### config.mk
export PLATFORM = sky130hd
export DESIGN_NAME = multu_hilo_unit
export DESIGN_NICKNAME = d
export VERILOG_FILES = /design/src/rtl/multu_hilo_unit.sv
export SDC_FILE = /design/constraint.sdc
export NUM_CORES = 1
export LEC_CHECK = 0
export CAP_MARGIN = 20
export CORE_UTILIZATION = 40
export CTS_CLUSTER_SIZE = 16
export DETAILED_ROUTE_END_ITERATION = 8
export PLACE_DENSITY = 0.71
export SLEW_MARGIN = 20
export SYNTH_ARGS = -nofsm -noshare
export SYNTH_HDL_FRONTEND = slang
export SYNTH_SLANG_ARGS = --single-unit
### constraint.sdc
create_clock -name clk -period 11.1 [get_ports clk]
set_input_delay 2.22 -clock clk [delete_from_list [all_inputs] [get_ports clk]]
set_output_delay 2.22 -clock clk [all_outputs]
set_load 0.02 [all_outputs]
### src/rtl/multu_hilo_unit.sv
// Shift-and-add unsigned multiplier feeding architectural HI/LO registers.
// Optional MULTU_EARLY_TERM_EN: finish as soon as the remaining multiplier bits are zero.
module multu_hilo_unit #(
  parameter int WIDTH = 32
) (
  input  logic             clk,
  input  logic             rst,
  input  logic             start,
  input  logic [WIDTH-1:0] a,
  input  logic [WIDTH-1:0] b,
  input  logic             rd_req,
  input  logic             hi_lo,
  output logic [WIDTH-1:0] rd_data,
  output logic [WIDTH-1:0] hi,
  output logic [WIDTH-1:0] lo,
  output logic             busy,
  output logic             done,
  output logic             stall
);

  localparam int CW = (WIDTH > 1) ? $clog2(WIDTH) : 1;

  typedef enum logic [1:0] {
    IDLE = 2'd0,
    RUN  = 2'd1,
    DONE = 2'd2
  } state_t;

  state_t                 state_q, state_d;
  logic [2*WIDTH-1:0]     p_q, p_d, m_q, m_d;
  logic [WIDTH-1:0]       q_q, q_d;
  logic [CW-1:0]          cnt_q, cnt_d;
  logic [WIDTH-1:0]       hi_q, hi_d, lo_q, lo_d;
  logic                   busy_q, busy_d, done_q, done_d;
  logic [2*WIDTH-1:0]     sum_s;
  logic                   last_s;

  // Next-state, datapath step and HI/LO commit.
  always_comb begin
    state_d = state_q;
    p_d     = p_q;
    m_d     = m_q;
    q_d     = q_q;
    cnt_d   = cnt_q;
    hi_d    = hi_q;
    lo_d    = lo_q;
    sum_s   = p_q + (q_q[0] ? m_q : {(2*WIDTH){1'b0}});
    last_s  = (cnt_q == CW'(WIDTH - 1));
`ifdef MULTU_EARLY_TERM_EN
    // Once no multiplier bits remain, sum_s already holds the full product.
    last_s  = last_s | ((q_q >> 1) == {WIDTH{1'b0}});
`endif
    case (state_q)
      IDLE, DONE: begin
        if (start) begin
          p_d     = {(2*WIDTH){1'b0}};
          m_d     = {{WIDTH{1'b0}}, a};
          q_d     = b;
          cnt_d   = {CW{1'b0}};
          state_d = RUN;
        end else begin
          state_d = IDLE;
        end
      end
      RUN: begin
        p_d   = sum_s;
        m_d   = m_q << 1;
        q_d   = q_q >> 1;
        cnt_d = cnt_q + {{(CW-1){1'b0}}, 1'b1};
        if (last_s) begin
          {hi_d, lo_d} = sum_s;
          state_d      = DONE;
        end else begin
          state_d      = RUN;
        end
      end
      default: begin
        state_d = IDLE;
      end
    endcase
    busy_d = (state_d == RUN);
    done_d = (state_d == DONE);
  end

  // State and datapath registers.
  always_ff @(posedge clk or posedge rst) begin
    if (rst) begin
      state_q <= IDLE;
      p_q     <= {(2*WIDTH){1'b0}};
      m_q     <= {(2*WIDTH){1'b0}};
      q_q     <= {WIDTH{1'b0}};
      cnt_q   <= {CW{1'b0}};
      hi_q    <= {WIDTH{1'b0}};
      lo_q    <= {WIDTH{1'b0}};
      busy_q  <= 1'b0;
      done_q  <= 1'b0;
    end else begin
      state_q <= state_d;
      p_q     <= p_d;
      m_q     <= m_d;
      q_q     <= q_d;
      cnt_q   <= cnt_d;
      hi_q    <= hi_d;
      lo_q    <= lo_d;
      busy_q  <= busy_d;
      done_q  <= done_d;
    end
  end

  // Reads always see the committed registers, so an in-flight multiply returns old values.
  assign rd_data = hi_lo ? lo_q : hi_q;
  assign hi      = hi_q;
  assign lo      = lo_q;
  assign busy    = busy_q;
  assign done    = done_q;
  assign stall   = rd_req & busy_q;

endmodule
==> reports/metrics.yaml <==
flow_run:
  timing.max_cap.violations: 0
grt:
  antenna_found_initial: 1
  grt_use_total_pct: 23.1
  grt_max_degree: 120
  gr-total-overflow: 0
  grt_first_pass_wirelength_mm: 61.1
  first_global_vias: 10900
power:
  leakage_power_figure_nw: 7.50
  total_power_mw: 5.36
  worst_ir_drop_vdd_mv: 0.144
  cellPowerDensity_nw_per_um2: 331
  pwr-share-clk_pct: 17.7
  power_switching_share_pct: 43.6
  power_switching_mw: 2.34
  pwr-share-comb_pct: 52.5
  power.sequential.fraction_pct: 29.8
  internal-power_mw: 3.02
yosys:
  synth_async_sr_flop_share_pct: 100
  synth.top_cells.by_count: "sky130_fd_sc_hd__nand2_1 (257), sky130_fd_sc_hd__dfrtp_1 (233), sky130_fd_sc_hd__a22o_1 (91), sky130_fd_sc_hd__a21oi_1 (82), sky130_fd_sc_hd__clkbuf_1 (76)"
  yosys.area.top_type: "sky130_fd_sc_hd__dfrtp_1"
  yosysUniqueCellTypes: 62
  synth-edff-count: 0
  syn_avg_cell_area_um2: 9.62
  yosysSeqAreaShare_pct: 44.1
  ys_top_cells_by_area: "sky130_fd_sc_hd__dfrtp_1 (44%), sky130_fd_sc_hd__nand2_1 (7.3%), sky130_fd_sc_hd__ha_1 (6.2%), sky130_fd_sc_hd__a22o_1 (6.0%), sky130_fd_sc_hd__mux2_2 (5.9%)"
  syn_inst: 1374
  yosysMostFrequentCell: "sky130_fd_sc_hd__nand2_1"
  synth_top_area_share_pct: 44.1
  syn-num-nets: 1509
  synth.yosys.warnings: 0
  synth.ff_latch_count: 233
  netlist_area_um2: 13200
  synth_flop_cell: "sky130_fd_sc_hd__dfrtp_1"
die:
  die_area_um2: 33800
  floorplan.die.width_um: 184
  core_region_area_um2: 32500
  die_height_um: 184
  initial_utilization_pct: 40.6
  placement_rows: 66
  num_io_pins: 168
cells_and_area:
  drive_above_1_share_pct: 9.45
  area.growth.synth_to_final_pct: 22.5
  fin_nets: 1629
  antenna_cells: 0
route:
  routed_via_density: 5.66
  drt-pass1-iter-count: 5
  via_count: 11100
  drt_iter0_markers: 837
  antenna_violating_nets_post_route: 0
  detail_route.wirelength_mm: 38.6
  drc_errors: 0
  drt-wirelength-per-cell_um: 19.7
cts:
  post_cts_hold_buffer_count: 0
  post-cts-setup-buffers: 0
  worst_setup_hold_path_clk_slew_ps: 50
  clock_tree.htree_level_count: 1
  cts.repair.resized: 0
  clock-root-buffer: "sky130_fd_sc_hd__clkbuf_16"
  tritoncts.num_buffers: 26
  cts.path.max_buffers: 3
  clk_latency_ps: 540
  cts_num_sinks: 233
  cts_tree: "built"
place:
  place_congestion: 0.932
  port_buffers: 167
  detail_placement_hpwl_mm: 27.6
timing:
  rsz0062_at_grt: "false"
  final.setup_skew_ps: 14.5
  sum_of_negative_setup_slack_ps: 0
  timing.fmax_ghz: 0.163
  finalWorstPathRequiredPeriod_ps: 6140
  final-setup-viol-count: 0
  max_slew.worst_pin.slew_ps: 983
  finalCritPeriodShare_pct: 55.3
  worst_slew_margin_rel_pct: 34.5
  timing.final.hold_violations: 0
  slew_viol_final: 0
critical_path:
  criticalPathCategory: "input port to primary output"
  worst_ep_required_time_ps: 8880
  type_of_element_capturing_the_critical_path: "primary output"
  reg2reg_setup_slack_ps: 6480
  startpoint_type: "input port"
  cp.arrival_ps: 3920
  worst-r2r-cell-count: 13
  cp_max_fo: 32
hold_path:
  whs_path_depth: 2
  min-delay-path-class: "register to register"
run_status:
  outcome: "completed"
layout by cell type, fill, tap and decap left out, drive strengths merged, types with 18 or more instances in the layout:
| cell type | synthesis | layout |
|---|---|---|
| clkbuf | 76 | 32 |
| a21o | 25 | 25 |
| xnor2 | 31 | 31 |
| a22o | 91 | 91 |
| nand3 | 18 | 18 |
| xor2 | 29 | 29 |
| a22oi | 62 | 62 |
| nand2 | 257 | 257 |
| a21oi | 84 | 84 |
| nor2 | 24 | 24 |
| clkdlybuf4s50 | 0 | 166 |
| ha | 65 | 65 |
| nand4 | 22 | 22 |
| mux2 | 69 | 69 |
| inv | 24 | 26 |
| dfrtp | 233 | 233 |
| o21ai | 61 | 61 |
| and2 | 68 | 68 |
cell type report:
cell class	count	area [um2]
multi-input combinational	1030	6990
clock inverter	16	226
inverter	25	101
timing repair buffer	178	1770
sequential	233	5830
tap	442	553
clock buffer	32	724
fill	3024	16300
power by group through the flow:
stage	combinational [mW]	sequential, mW	clock (mW)
floorplan	1.87	1.55	0
global placement	2.73	1.60	0
detailed placement	2.80	1.60	0
CTS	2.81	1.60	0.968
global route	3.08	1.64	1.00
finish	2.81	1.60	0.948
per-layer routing:
| layer | vias to the layer above | global-route usage, % | routed length, um |
|---|---|---|---|
| li1 | 5185 | - | - |
| met1 | 5472 | 33.1 | 17900 |
| met2 | 358 | 35.9 | 17100 |
| met3 | 53 | 4.95 | 2870 |
| met4 | 0 | 4.60 | 607 |
| met5 | - | 0 | 0 |
path summary, 6_finish.rpt:
check / from / to
setup / recovery: hi_lo / rd_data[24]
hold / removal: q_q[2]$_DFFE_PP0P_ / q_q[2]$_DFFE_PP0P_
setup reg to reg: q_q[0]$_DFFE_PP0P_ / p_q[62]$_DFFE_PP0P_
hold reg to reg: q_q[2]$_DFFE_PP0P_ / q_q[2]$_DFFE_PP0P_
max in group asynchronous: rst / p_q[23]$_DFFE_PP0P_
min in group asynchronous: rst / q_q[28]$_DFFE_PP0P_
state kept, by name (all words and copies together) (netlist names):
register and cells:
busy 1, state_q 2, cnt_q 5, q_q 32, lo 32, p_q 64, m_q 64, hi 32
done 1
worst max-delay path: stages:
cell,delay [ps]
sky130_fd_sc_hd__buf_2,710
sky130_fd_sc_hd__mux2_2,420
sky130_fd_sc_hd__clkdlybuf4s50_1,540
cell families after synthesis:
group	after synthesis	share of synthesized area [%]
multiplexers	71	6.03
AO/OA/AOI/OAI	396	21.0
buffers and inverters	111	3.19
XOR/XNOR	61	4.15
AND/OR/NAND/NOR	436	15.2
flip-flops	233	44.1
adder cells (fa/ha/maj)	66	6.31
stage by stage:
| step | hold WS [ps] | cell area [um2] | setup WS [ps] | instances | utilization (%) |
|---|---|---|---|---|---|
| 3_5_place_dp | 463 | 15200 | 4980 | 1908 | 46.8 |
| 5_1_grt | 499 | 16200 | 4890 | 1956 | 49.8 |
| 2_1_floorplan | 446 | 13200 | 2490 | 1374 | - |
| 4_1_cts | 477 | 16200 | 4970 | 1956 | 49.8 |
| 6_report | 472 | 16200 | 4960 | 1956 | 49.8 |
| 3_3_place_gp | 458 | 15200 | 4960 | 1907 | 46.8 |
Note: power is estimated with default switching activity, not from simulation.
